<file path="config.mk">
export PLATFORM = sky130hd
export DESIGN_NAME = riscv_ifu
export DESIGN_NICKNAME = d
export VERILOG_FILES = /design/src/rtl/axi4_pkg.sv /design/src/rtl/riscv_pkg.sv /design/src/rtl/riscv_ifu.sv
export SDC_FILE = /design/constraint.sdc
export NUM_CORES = 1
export LEC_CHECK = 0
export BUFFER_PORTS_ARGS = -buffer_cell sky130_fd_sc_hd__buf_2
export CAP_MARGIN = 20
export CORE_MARGIN = 3
export CORE_UTILIZATION = 30
export DETAILED_ROUTE_END_ITERATION = 8
export PLACE_DENSITY_LB_ADDON = 0.2
export SETUP_SLACK_MARGIN = 0.02
export SYNTH_ARGS = -nofsm -noshare
export SYNTH_HDL_FRONTEND = slang
export SYNTH_SLANG_ARGS = --single-unit
</file>
<file path="constraint.sdc">
create_clock -name clock -period 7.85 [get_ports clock]
set_clock_uncertainty 0.1 [all_clocks]
set_input_delay 0.3925 -clock clock [delete_from_list [all_inputs] [get_ports clock]]
set_output_delay 0.3925 -clock clock [all_outputs]
set_load 0.005 [all_outputs]
</file>
<file path="src/rtl/axi4_pkg.sv">
// axi4_pkg: AXI4 read-channel constants shared by bus masters
package axi4_pkg;
  localparam logic [2:0] AXI_PROT_INSTR = 3'b100;
  localparam logic [1:0] AXI_RESP_OKAY = 2'b00;
endpackage

</file>
<file path="src/rtl/riscv_pkg.sv">
// riscv_pkg: shared RISC-V front-end types
package riscv_pkg;
  typedef enum logic [2:0] {FETCH, WAIT, EMIT, DROP, HALT} ifu_state_t;
endpackage

</file>
<file path="src/rtl/riscv_ifu.sv">
// riscv_ifu: AXI4 instruction fetch unit with compressed-instruction parcel buffer
module riscv_ifu
  import riscv_pkg::*, axi4_pkg::*;
#(
  parameter logic [31:0] RESET_ADDR = 32'h0000_0000
) (
  input  logic        clock,
  input  logic        reset,
  input  logic        redirect_vld,
  input  logic [31:0] redirect_addr,
  output logic        ifu_vld,
  output logic [31:0] ifu_addr,
  output logic [31:0] ifu_data,
  output logic        ifu_fault,
  output logic        ifu_arvalid,
  input  logic        ifu_arready,
  output logic [31:0] ifu_araddr,
  output logic [2:0]  ifu_arprot,
  input  logic        ifu_rvalid,
  output logic        ifu_rready,
  input  logic [31:0] ifu_rdata,
  input  logic [1:0]  ifu_rresp
);
  ifu_state_t r_state;
  logic [31:0] r_pc, r_faddr, r_addr, r_data;
  logic [31:1] r_tgt;
  logic [47:0] r_buf;
  logic [1:0]  r_cnt;
  logic        r_skip, r_rdp, r_vld, r_fault;
  logic        w_rok, w_act, w_c16, w_can, w_emit, w_fault, w_arhs, w_apply, w_unused;
  logic [47:0] w_in, w_view;
  logic [1:0]  w_vcnt, w_use;
  logic [5:0]  w_sh;
  logic [31:1] w_tgt;
  logic [31:0] w_ins;
  assign ifu_vld     = r_vld;
  assign ifu_addr    = r_addr;
  assign ifu_data    = r_data;
  assign ifu_fault   = r_fault;
  assign ifu_arvalid = !reset && r_state == FETCH;
  assign ifu_araddr  = r_faddr;
  assign ifu_arprot  = AXI_PROT_INSTR;
  assign ifu_rready  = r_state == WAIT || r_state == DROP;
  assign w_unused    = redirect_addr[0];
  // The returning beat is merged into a view of the buffer so it can be emitted the cycle after the R handshake
  always_comb begin
    w_rok   = ifu_rvalid && ifu_rresp == AXI_RESP_OKAY;
    w_in    = r_skip ? {32'h0, ifu_rdata[31:16]} : {16'h0, ifu_rdata};
    w_view  = r_state == WAIT ? r_buf | (w_in << {r_cnt, 4'b0}) : r_buf;
    w_vcnt  = r_state == WAIT ? r_cnt + (r_skip ? 2'd1 : 2'd2) : r_cnt;
    w_c16   = w_view[1:0] != 2'b11;
    w_use   = w_c16 ? 2'd1 : 2'd2;
    w_sh    = w_c16 ? 6'd16 : 6'd32;
    w_can   = w_vcnt != 2'd0 && (w_c16 || w_vcnt >= 2'd2);
    w_act   = !redirect_vld && (r_state == EMIT || (r_state == WAIT && w_rok));
    w_emit  = w_act && w_can;
    w_fault = r_state == WAIT && ifu_rvalid && !w_rok && !redirect_vld;
    w_ins   = w_c16 ? {16'h0, w_view[15:0]} : w_view[31:0];
    w_arhs  = ifu_arvalid && ifu_arready;
    w_tgt   = redirect_vld ? redirect_addr[31:1] : r_tgt;
    w_apply = (redirect_vld && (r_state == EMIT || r_state == HALT)) ||
              (ifu_rvalid && (r_state == DROP || (r_state == WAIT && redirect_vld)));
  end
  always_ff @(posedge clock) begin
    if (reset) begin
      r_state <= FETCH;
      r_pc    <= RESET_ADDR;
      r_faddr <= RESET_ADDR;
      r_tgt   <= '0;
      r_buf   <= '0;
      r_cnt   <= '0;
      r_skip  <= 1'b0;
      r_rdp   <= 1'b0;
      r_vld   <= 1'b0;
      r_fault <= 1'b0;
      r_addr  <= '0;
      r_data  <= '0;
    end else begin
      r_vld   <= w_emit || w_fault;
      r_fault <= w_fault;
      r_addr  <= r_pc;
      r_data  <= w_emit ? w_ins : 32'h0;
      if (redirect_vld) r_tgt <= redirect_addr[31:1];
      if (w_apply) begin
        r_state <= FETCH;
        r_pc    <= {w_tgt, 1'b0};
        r_faddr <= {w_tgt[31:2], 2'b00};
        r_skip  <= w_tgt[1];
        r_buf   <= '0;
        r_cnt   <= '0;
        r_rdp   <= 1'b0;
      end else if (r_state == FETCH) begin
        r_rdp <= !w_arhs && (r_rdp || redirect_vld);
        if (w_arhs) begin
          r_faddr <= r_faddr + 32'd4;
          r_state <= (r_rdp || redirect_vld) ? DROP : WAIT;
        end
      end else if (w_fault) begin
        r_state <= HALT;
      end else if (r_state == WAIT && redirect_vld) begin
        r_state <= DROP;
      end else if (w_act) begin
        r_skip  <= 1'b0;
        r_state <= w_can ? EMIT : FETCH;
        r_buf   <= w_can ? w_view >> w_sh : w_view;
        r_cnt   <= w_can ? w_vcnt - w_use : w_vcnt;
        if (w_can) r_pc <= r_pc + {29'h0, w_use, 1'b0};
      end
    end
  end
endmodule

</file>
==> impl_metrics.toml <==
[floorplanning]
dieArea_mm2 = 0.03695
rows = 67
die_h_um = 192.2
initial_core_util_pct = 30.72
die_w_um = 192.2
core_mm2 = 0.03387
ios = 174

[clock_network]
root_buffer = "clkbuf_16"
numCtsBuffers = 26
insertion_delay_ps = 530
clkTransAtPathRegs_ps = 60
cts_tree = "done"
clock_path_buffers = 3
postCtsHoldBufs = 0
cts_num_sinks = 212
cts_setup_buffers = 0
cts_resized = 0
htree_levels = 1

[worst_setup_path]
cp-start-kind = "flop"
reg2reg_to = "r_pc[15]"
r2r_cells = 13
path_class = "reg2reg"
crit_path_top_delay_cell = "clkinv_1"
path_depth = 13
startpoint = "r_state[0]"
worst_setup_path_end_kind = "flop"
worstPathCellList = "nor3b_2, buf_4, a31oi_1, nor2_1, buf_4, clkinv_1, xnor2_1, ha_1, a31o_2, o211ai_1, buf_6, or4_1, a31oi_1"
rrSetupSlack_ps = 3070
path_buf_inv = 4
arrival_ps = 5120
critical_path_required_ps = 8200
cpPeakStageDelay_ps = 830
crit_fanout = 29
critical-path-top-delay-family = "buffers and inverters"
critPathCapture = "r_pc[15]"
r2r_start = "r_state[0]"

[global_route]
grt_pass1_wl_um = 52850
grt_max_degree = 72
grt_usage_pct = 17.94
grt_pass1_vias = 9163
antenna_found_initial = 0
grt.overflow.total = 0

[cells_and_area]
drive_gt1_share_pct = 18.98
layout_common_cells = "dfxtp_1 (210), buf_2 (165), nor2_1 (139)"
antenna_cells = 0
final_cells = 1860
layout.nets = 1468
syn_to_final_growth_pct = 19.37
final_common_cell = "dfxtp_1"
postLayoutCoreUtil_pct = 36.67

[detailed_routing]
ant_nets = 0
vias_per_cell = 5.291
drtIter0Drc = 654
vias = 9842
dr.pass1.iters = 5
wl_per_cell_um = 18.51
drc = 0
totalWireLength_um = 34420

[sta]
rsz0062_at_grt = "no"
maxSlewViolCount = 0
setup_viol = 0
hold_viol = 0
finalCritPeriodShare_pct = 60.85
post-route-min-period_ps = 4777
slew_headroom_pct = 25.25
finalSetupTns_ps = 0
tightest_slew_ps = 1111
fmax_mhz = 209.3

[yosys]
synthFlopType = "dfxtp_1"
syn_area_mm2 = 0.01040
yosysWarningCount = 0
synth.distinct_cells = 72
postSynthAreaPerCell_um2 = 8.167
synthCells = 1274
ys_seq_area_share_pct = 40.79
async_flop_share_pct = 0
synth_seq_cells = 212
synth_edf_count = 0

[place]
place_congestion = 0.7994
port_buffers = 166
dp_hpwl_um = 22770
place_inst = 1813

[hold_path]
hold_path.class = "in2reg"

[power_and_ir_drop]
p_leak_nw = 4.784
power.density_mw_per_mm2 = 272.3
peakVddDrop_mv = 0.1352

[status]
status = "finished clean"

[run]
drv_cap = 0
cell usage after synthesis (19+ instances only):
library cell    n  area (um2)
dfxtp_1       212        4244
nor2_1        140       525.5
a21oi_1       104       520.5
nand2_1        87       326.6
nand3_1        78       390.4
clkbuf_1       77       289.0
o21ai_0        77       385.4
mux2i_1        53       530.5
inv_1          40       150.1
a211oi_1       37       277.8
a31oi_1        35       219.0
nor2b_1        28       175.2
nand3b_1       27       202.7
o21a_1         27       202.7
and3_1         21       131.4
nor3_1         19       95.09
stage by stage:
step	total power, mW	instance area (um2)	worst slack, ps	hold WS (ps)
2_1_floorplan	1.916	10420	4764	331.4
3_3_place_gp	2.218	11570	2950	338.4
3_5_place_dp	2.231	11590	3125	345.3
4_1_cts	3.420	12420	3074	1.170
5_1_grt	3.580	12420	2722	32.20
6_report	3.383	12420	3073	25.83
report_power, final:
group	internal, mW	total, mW	switching [mW]	leakage, nW
Combinational	0.312	0.858	0.547	2.65
Sequential	1.21	1.36	0.147	1.72
Clock	0.690	1.17	0.479	0.409
worst min-delay path by stage:
stage	to	slack, ps	depth (start not counted)	start
after floorplan	r_buf[32]	330	2	r_buf[32]
after global placement	r_buf[32]	340	2	r_buf[32]
after detailed placement	r_buf[32]	350	2	r_buf[32]
after CTS	r_tgt[13]	1	3	redirect_addr[13]
after global routing	r_tgt[5]	30	3	redirect_addr[5]
final	r_tgt[13]	30	3	redirect_addr[13]
state kept, by name, summed over array words and instances, names as in the netlist, 2 cells and up:
name	flops
ifu_araddr	30
r_buf	48
ifu_addr	31
r_state	3
ifu_data	32
r_cnt	2
r_pc	31
r_tgt	31
layout make-up:
type,instances,area [um2]
fillers,3601,21450
multi-input cells,925,5633
flip-flops and latches,212,4247
repair buffers,187,998.5
clock buffers,37,743.2
well taps,448,560.5
inverters,41,153.9
clock inverters,10,85.08
worst reg2reg max path: stages (launching register included):
cell and delay [ps]:
dfxtp_1 570, nor3b_2 240, buf_4 340, a31oi_1 180, nor2_1 150, buf_4 330, clkinv_1 830, xnor2_1 450
ha_1 220, a31o_2 130, o211ai_1 260, buf_6 270, or4_1 460, a31oi_1 170
cell families (layout without fill, tap and decap cells):
logic type	after synthesis	after routing	synth area share (%)
simple gates	480	480	23.35
compound gates	343	343	21.12
flops	212	212	40.79
buf+inv	141	275	5.519
mux	65	65	6.397
xor+xnor	27	27	2.273
fa+ha+maj	4	4	0.4810
other cells	2	6	0.07218
metal layers:
| metal | GRT usage, % | vias to the layer above | share of wire (%) | wire, um |
|---|---|---|---|---|
| met1 | 25.79 | 4718 | 48 | 16650 |
| met4 | 3.951 | 0 | 1.8 | 614 |
| met2 | 28.42 | 282 | 44 | 15280 |
| li1 | - | 4801 | - | - |
| met3 | 2.610 | 41 | 5.5 | 1880 |
| met5 | 0 | - | 0 | 0 |
(Power assumes the default switching activity.)
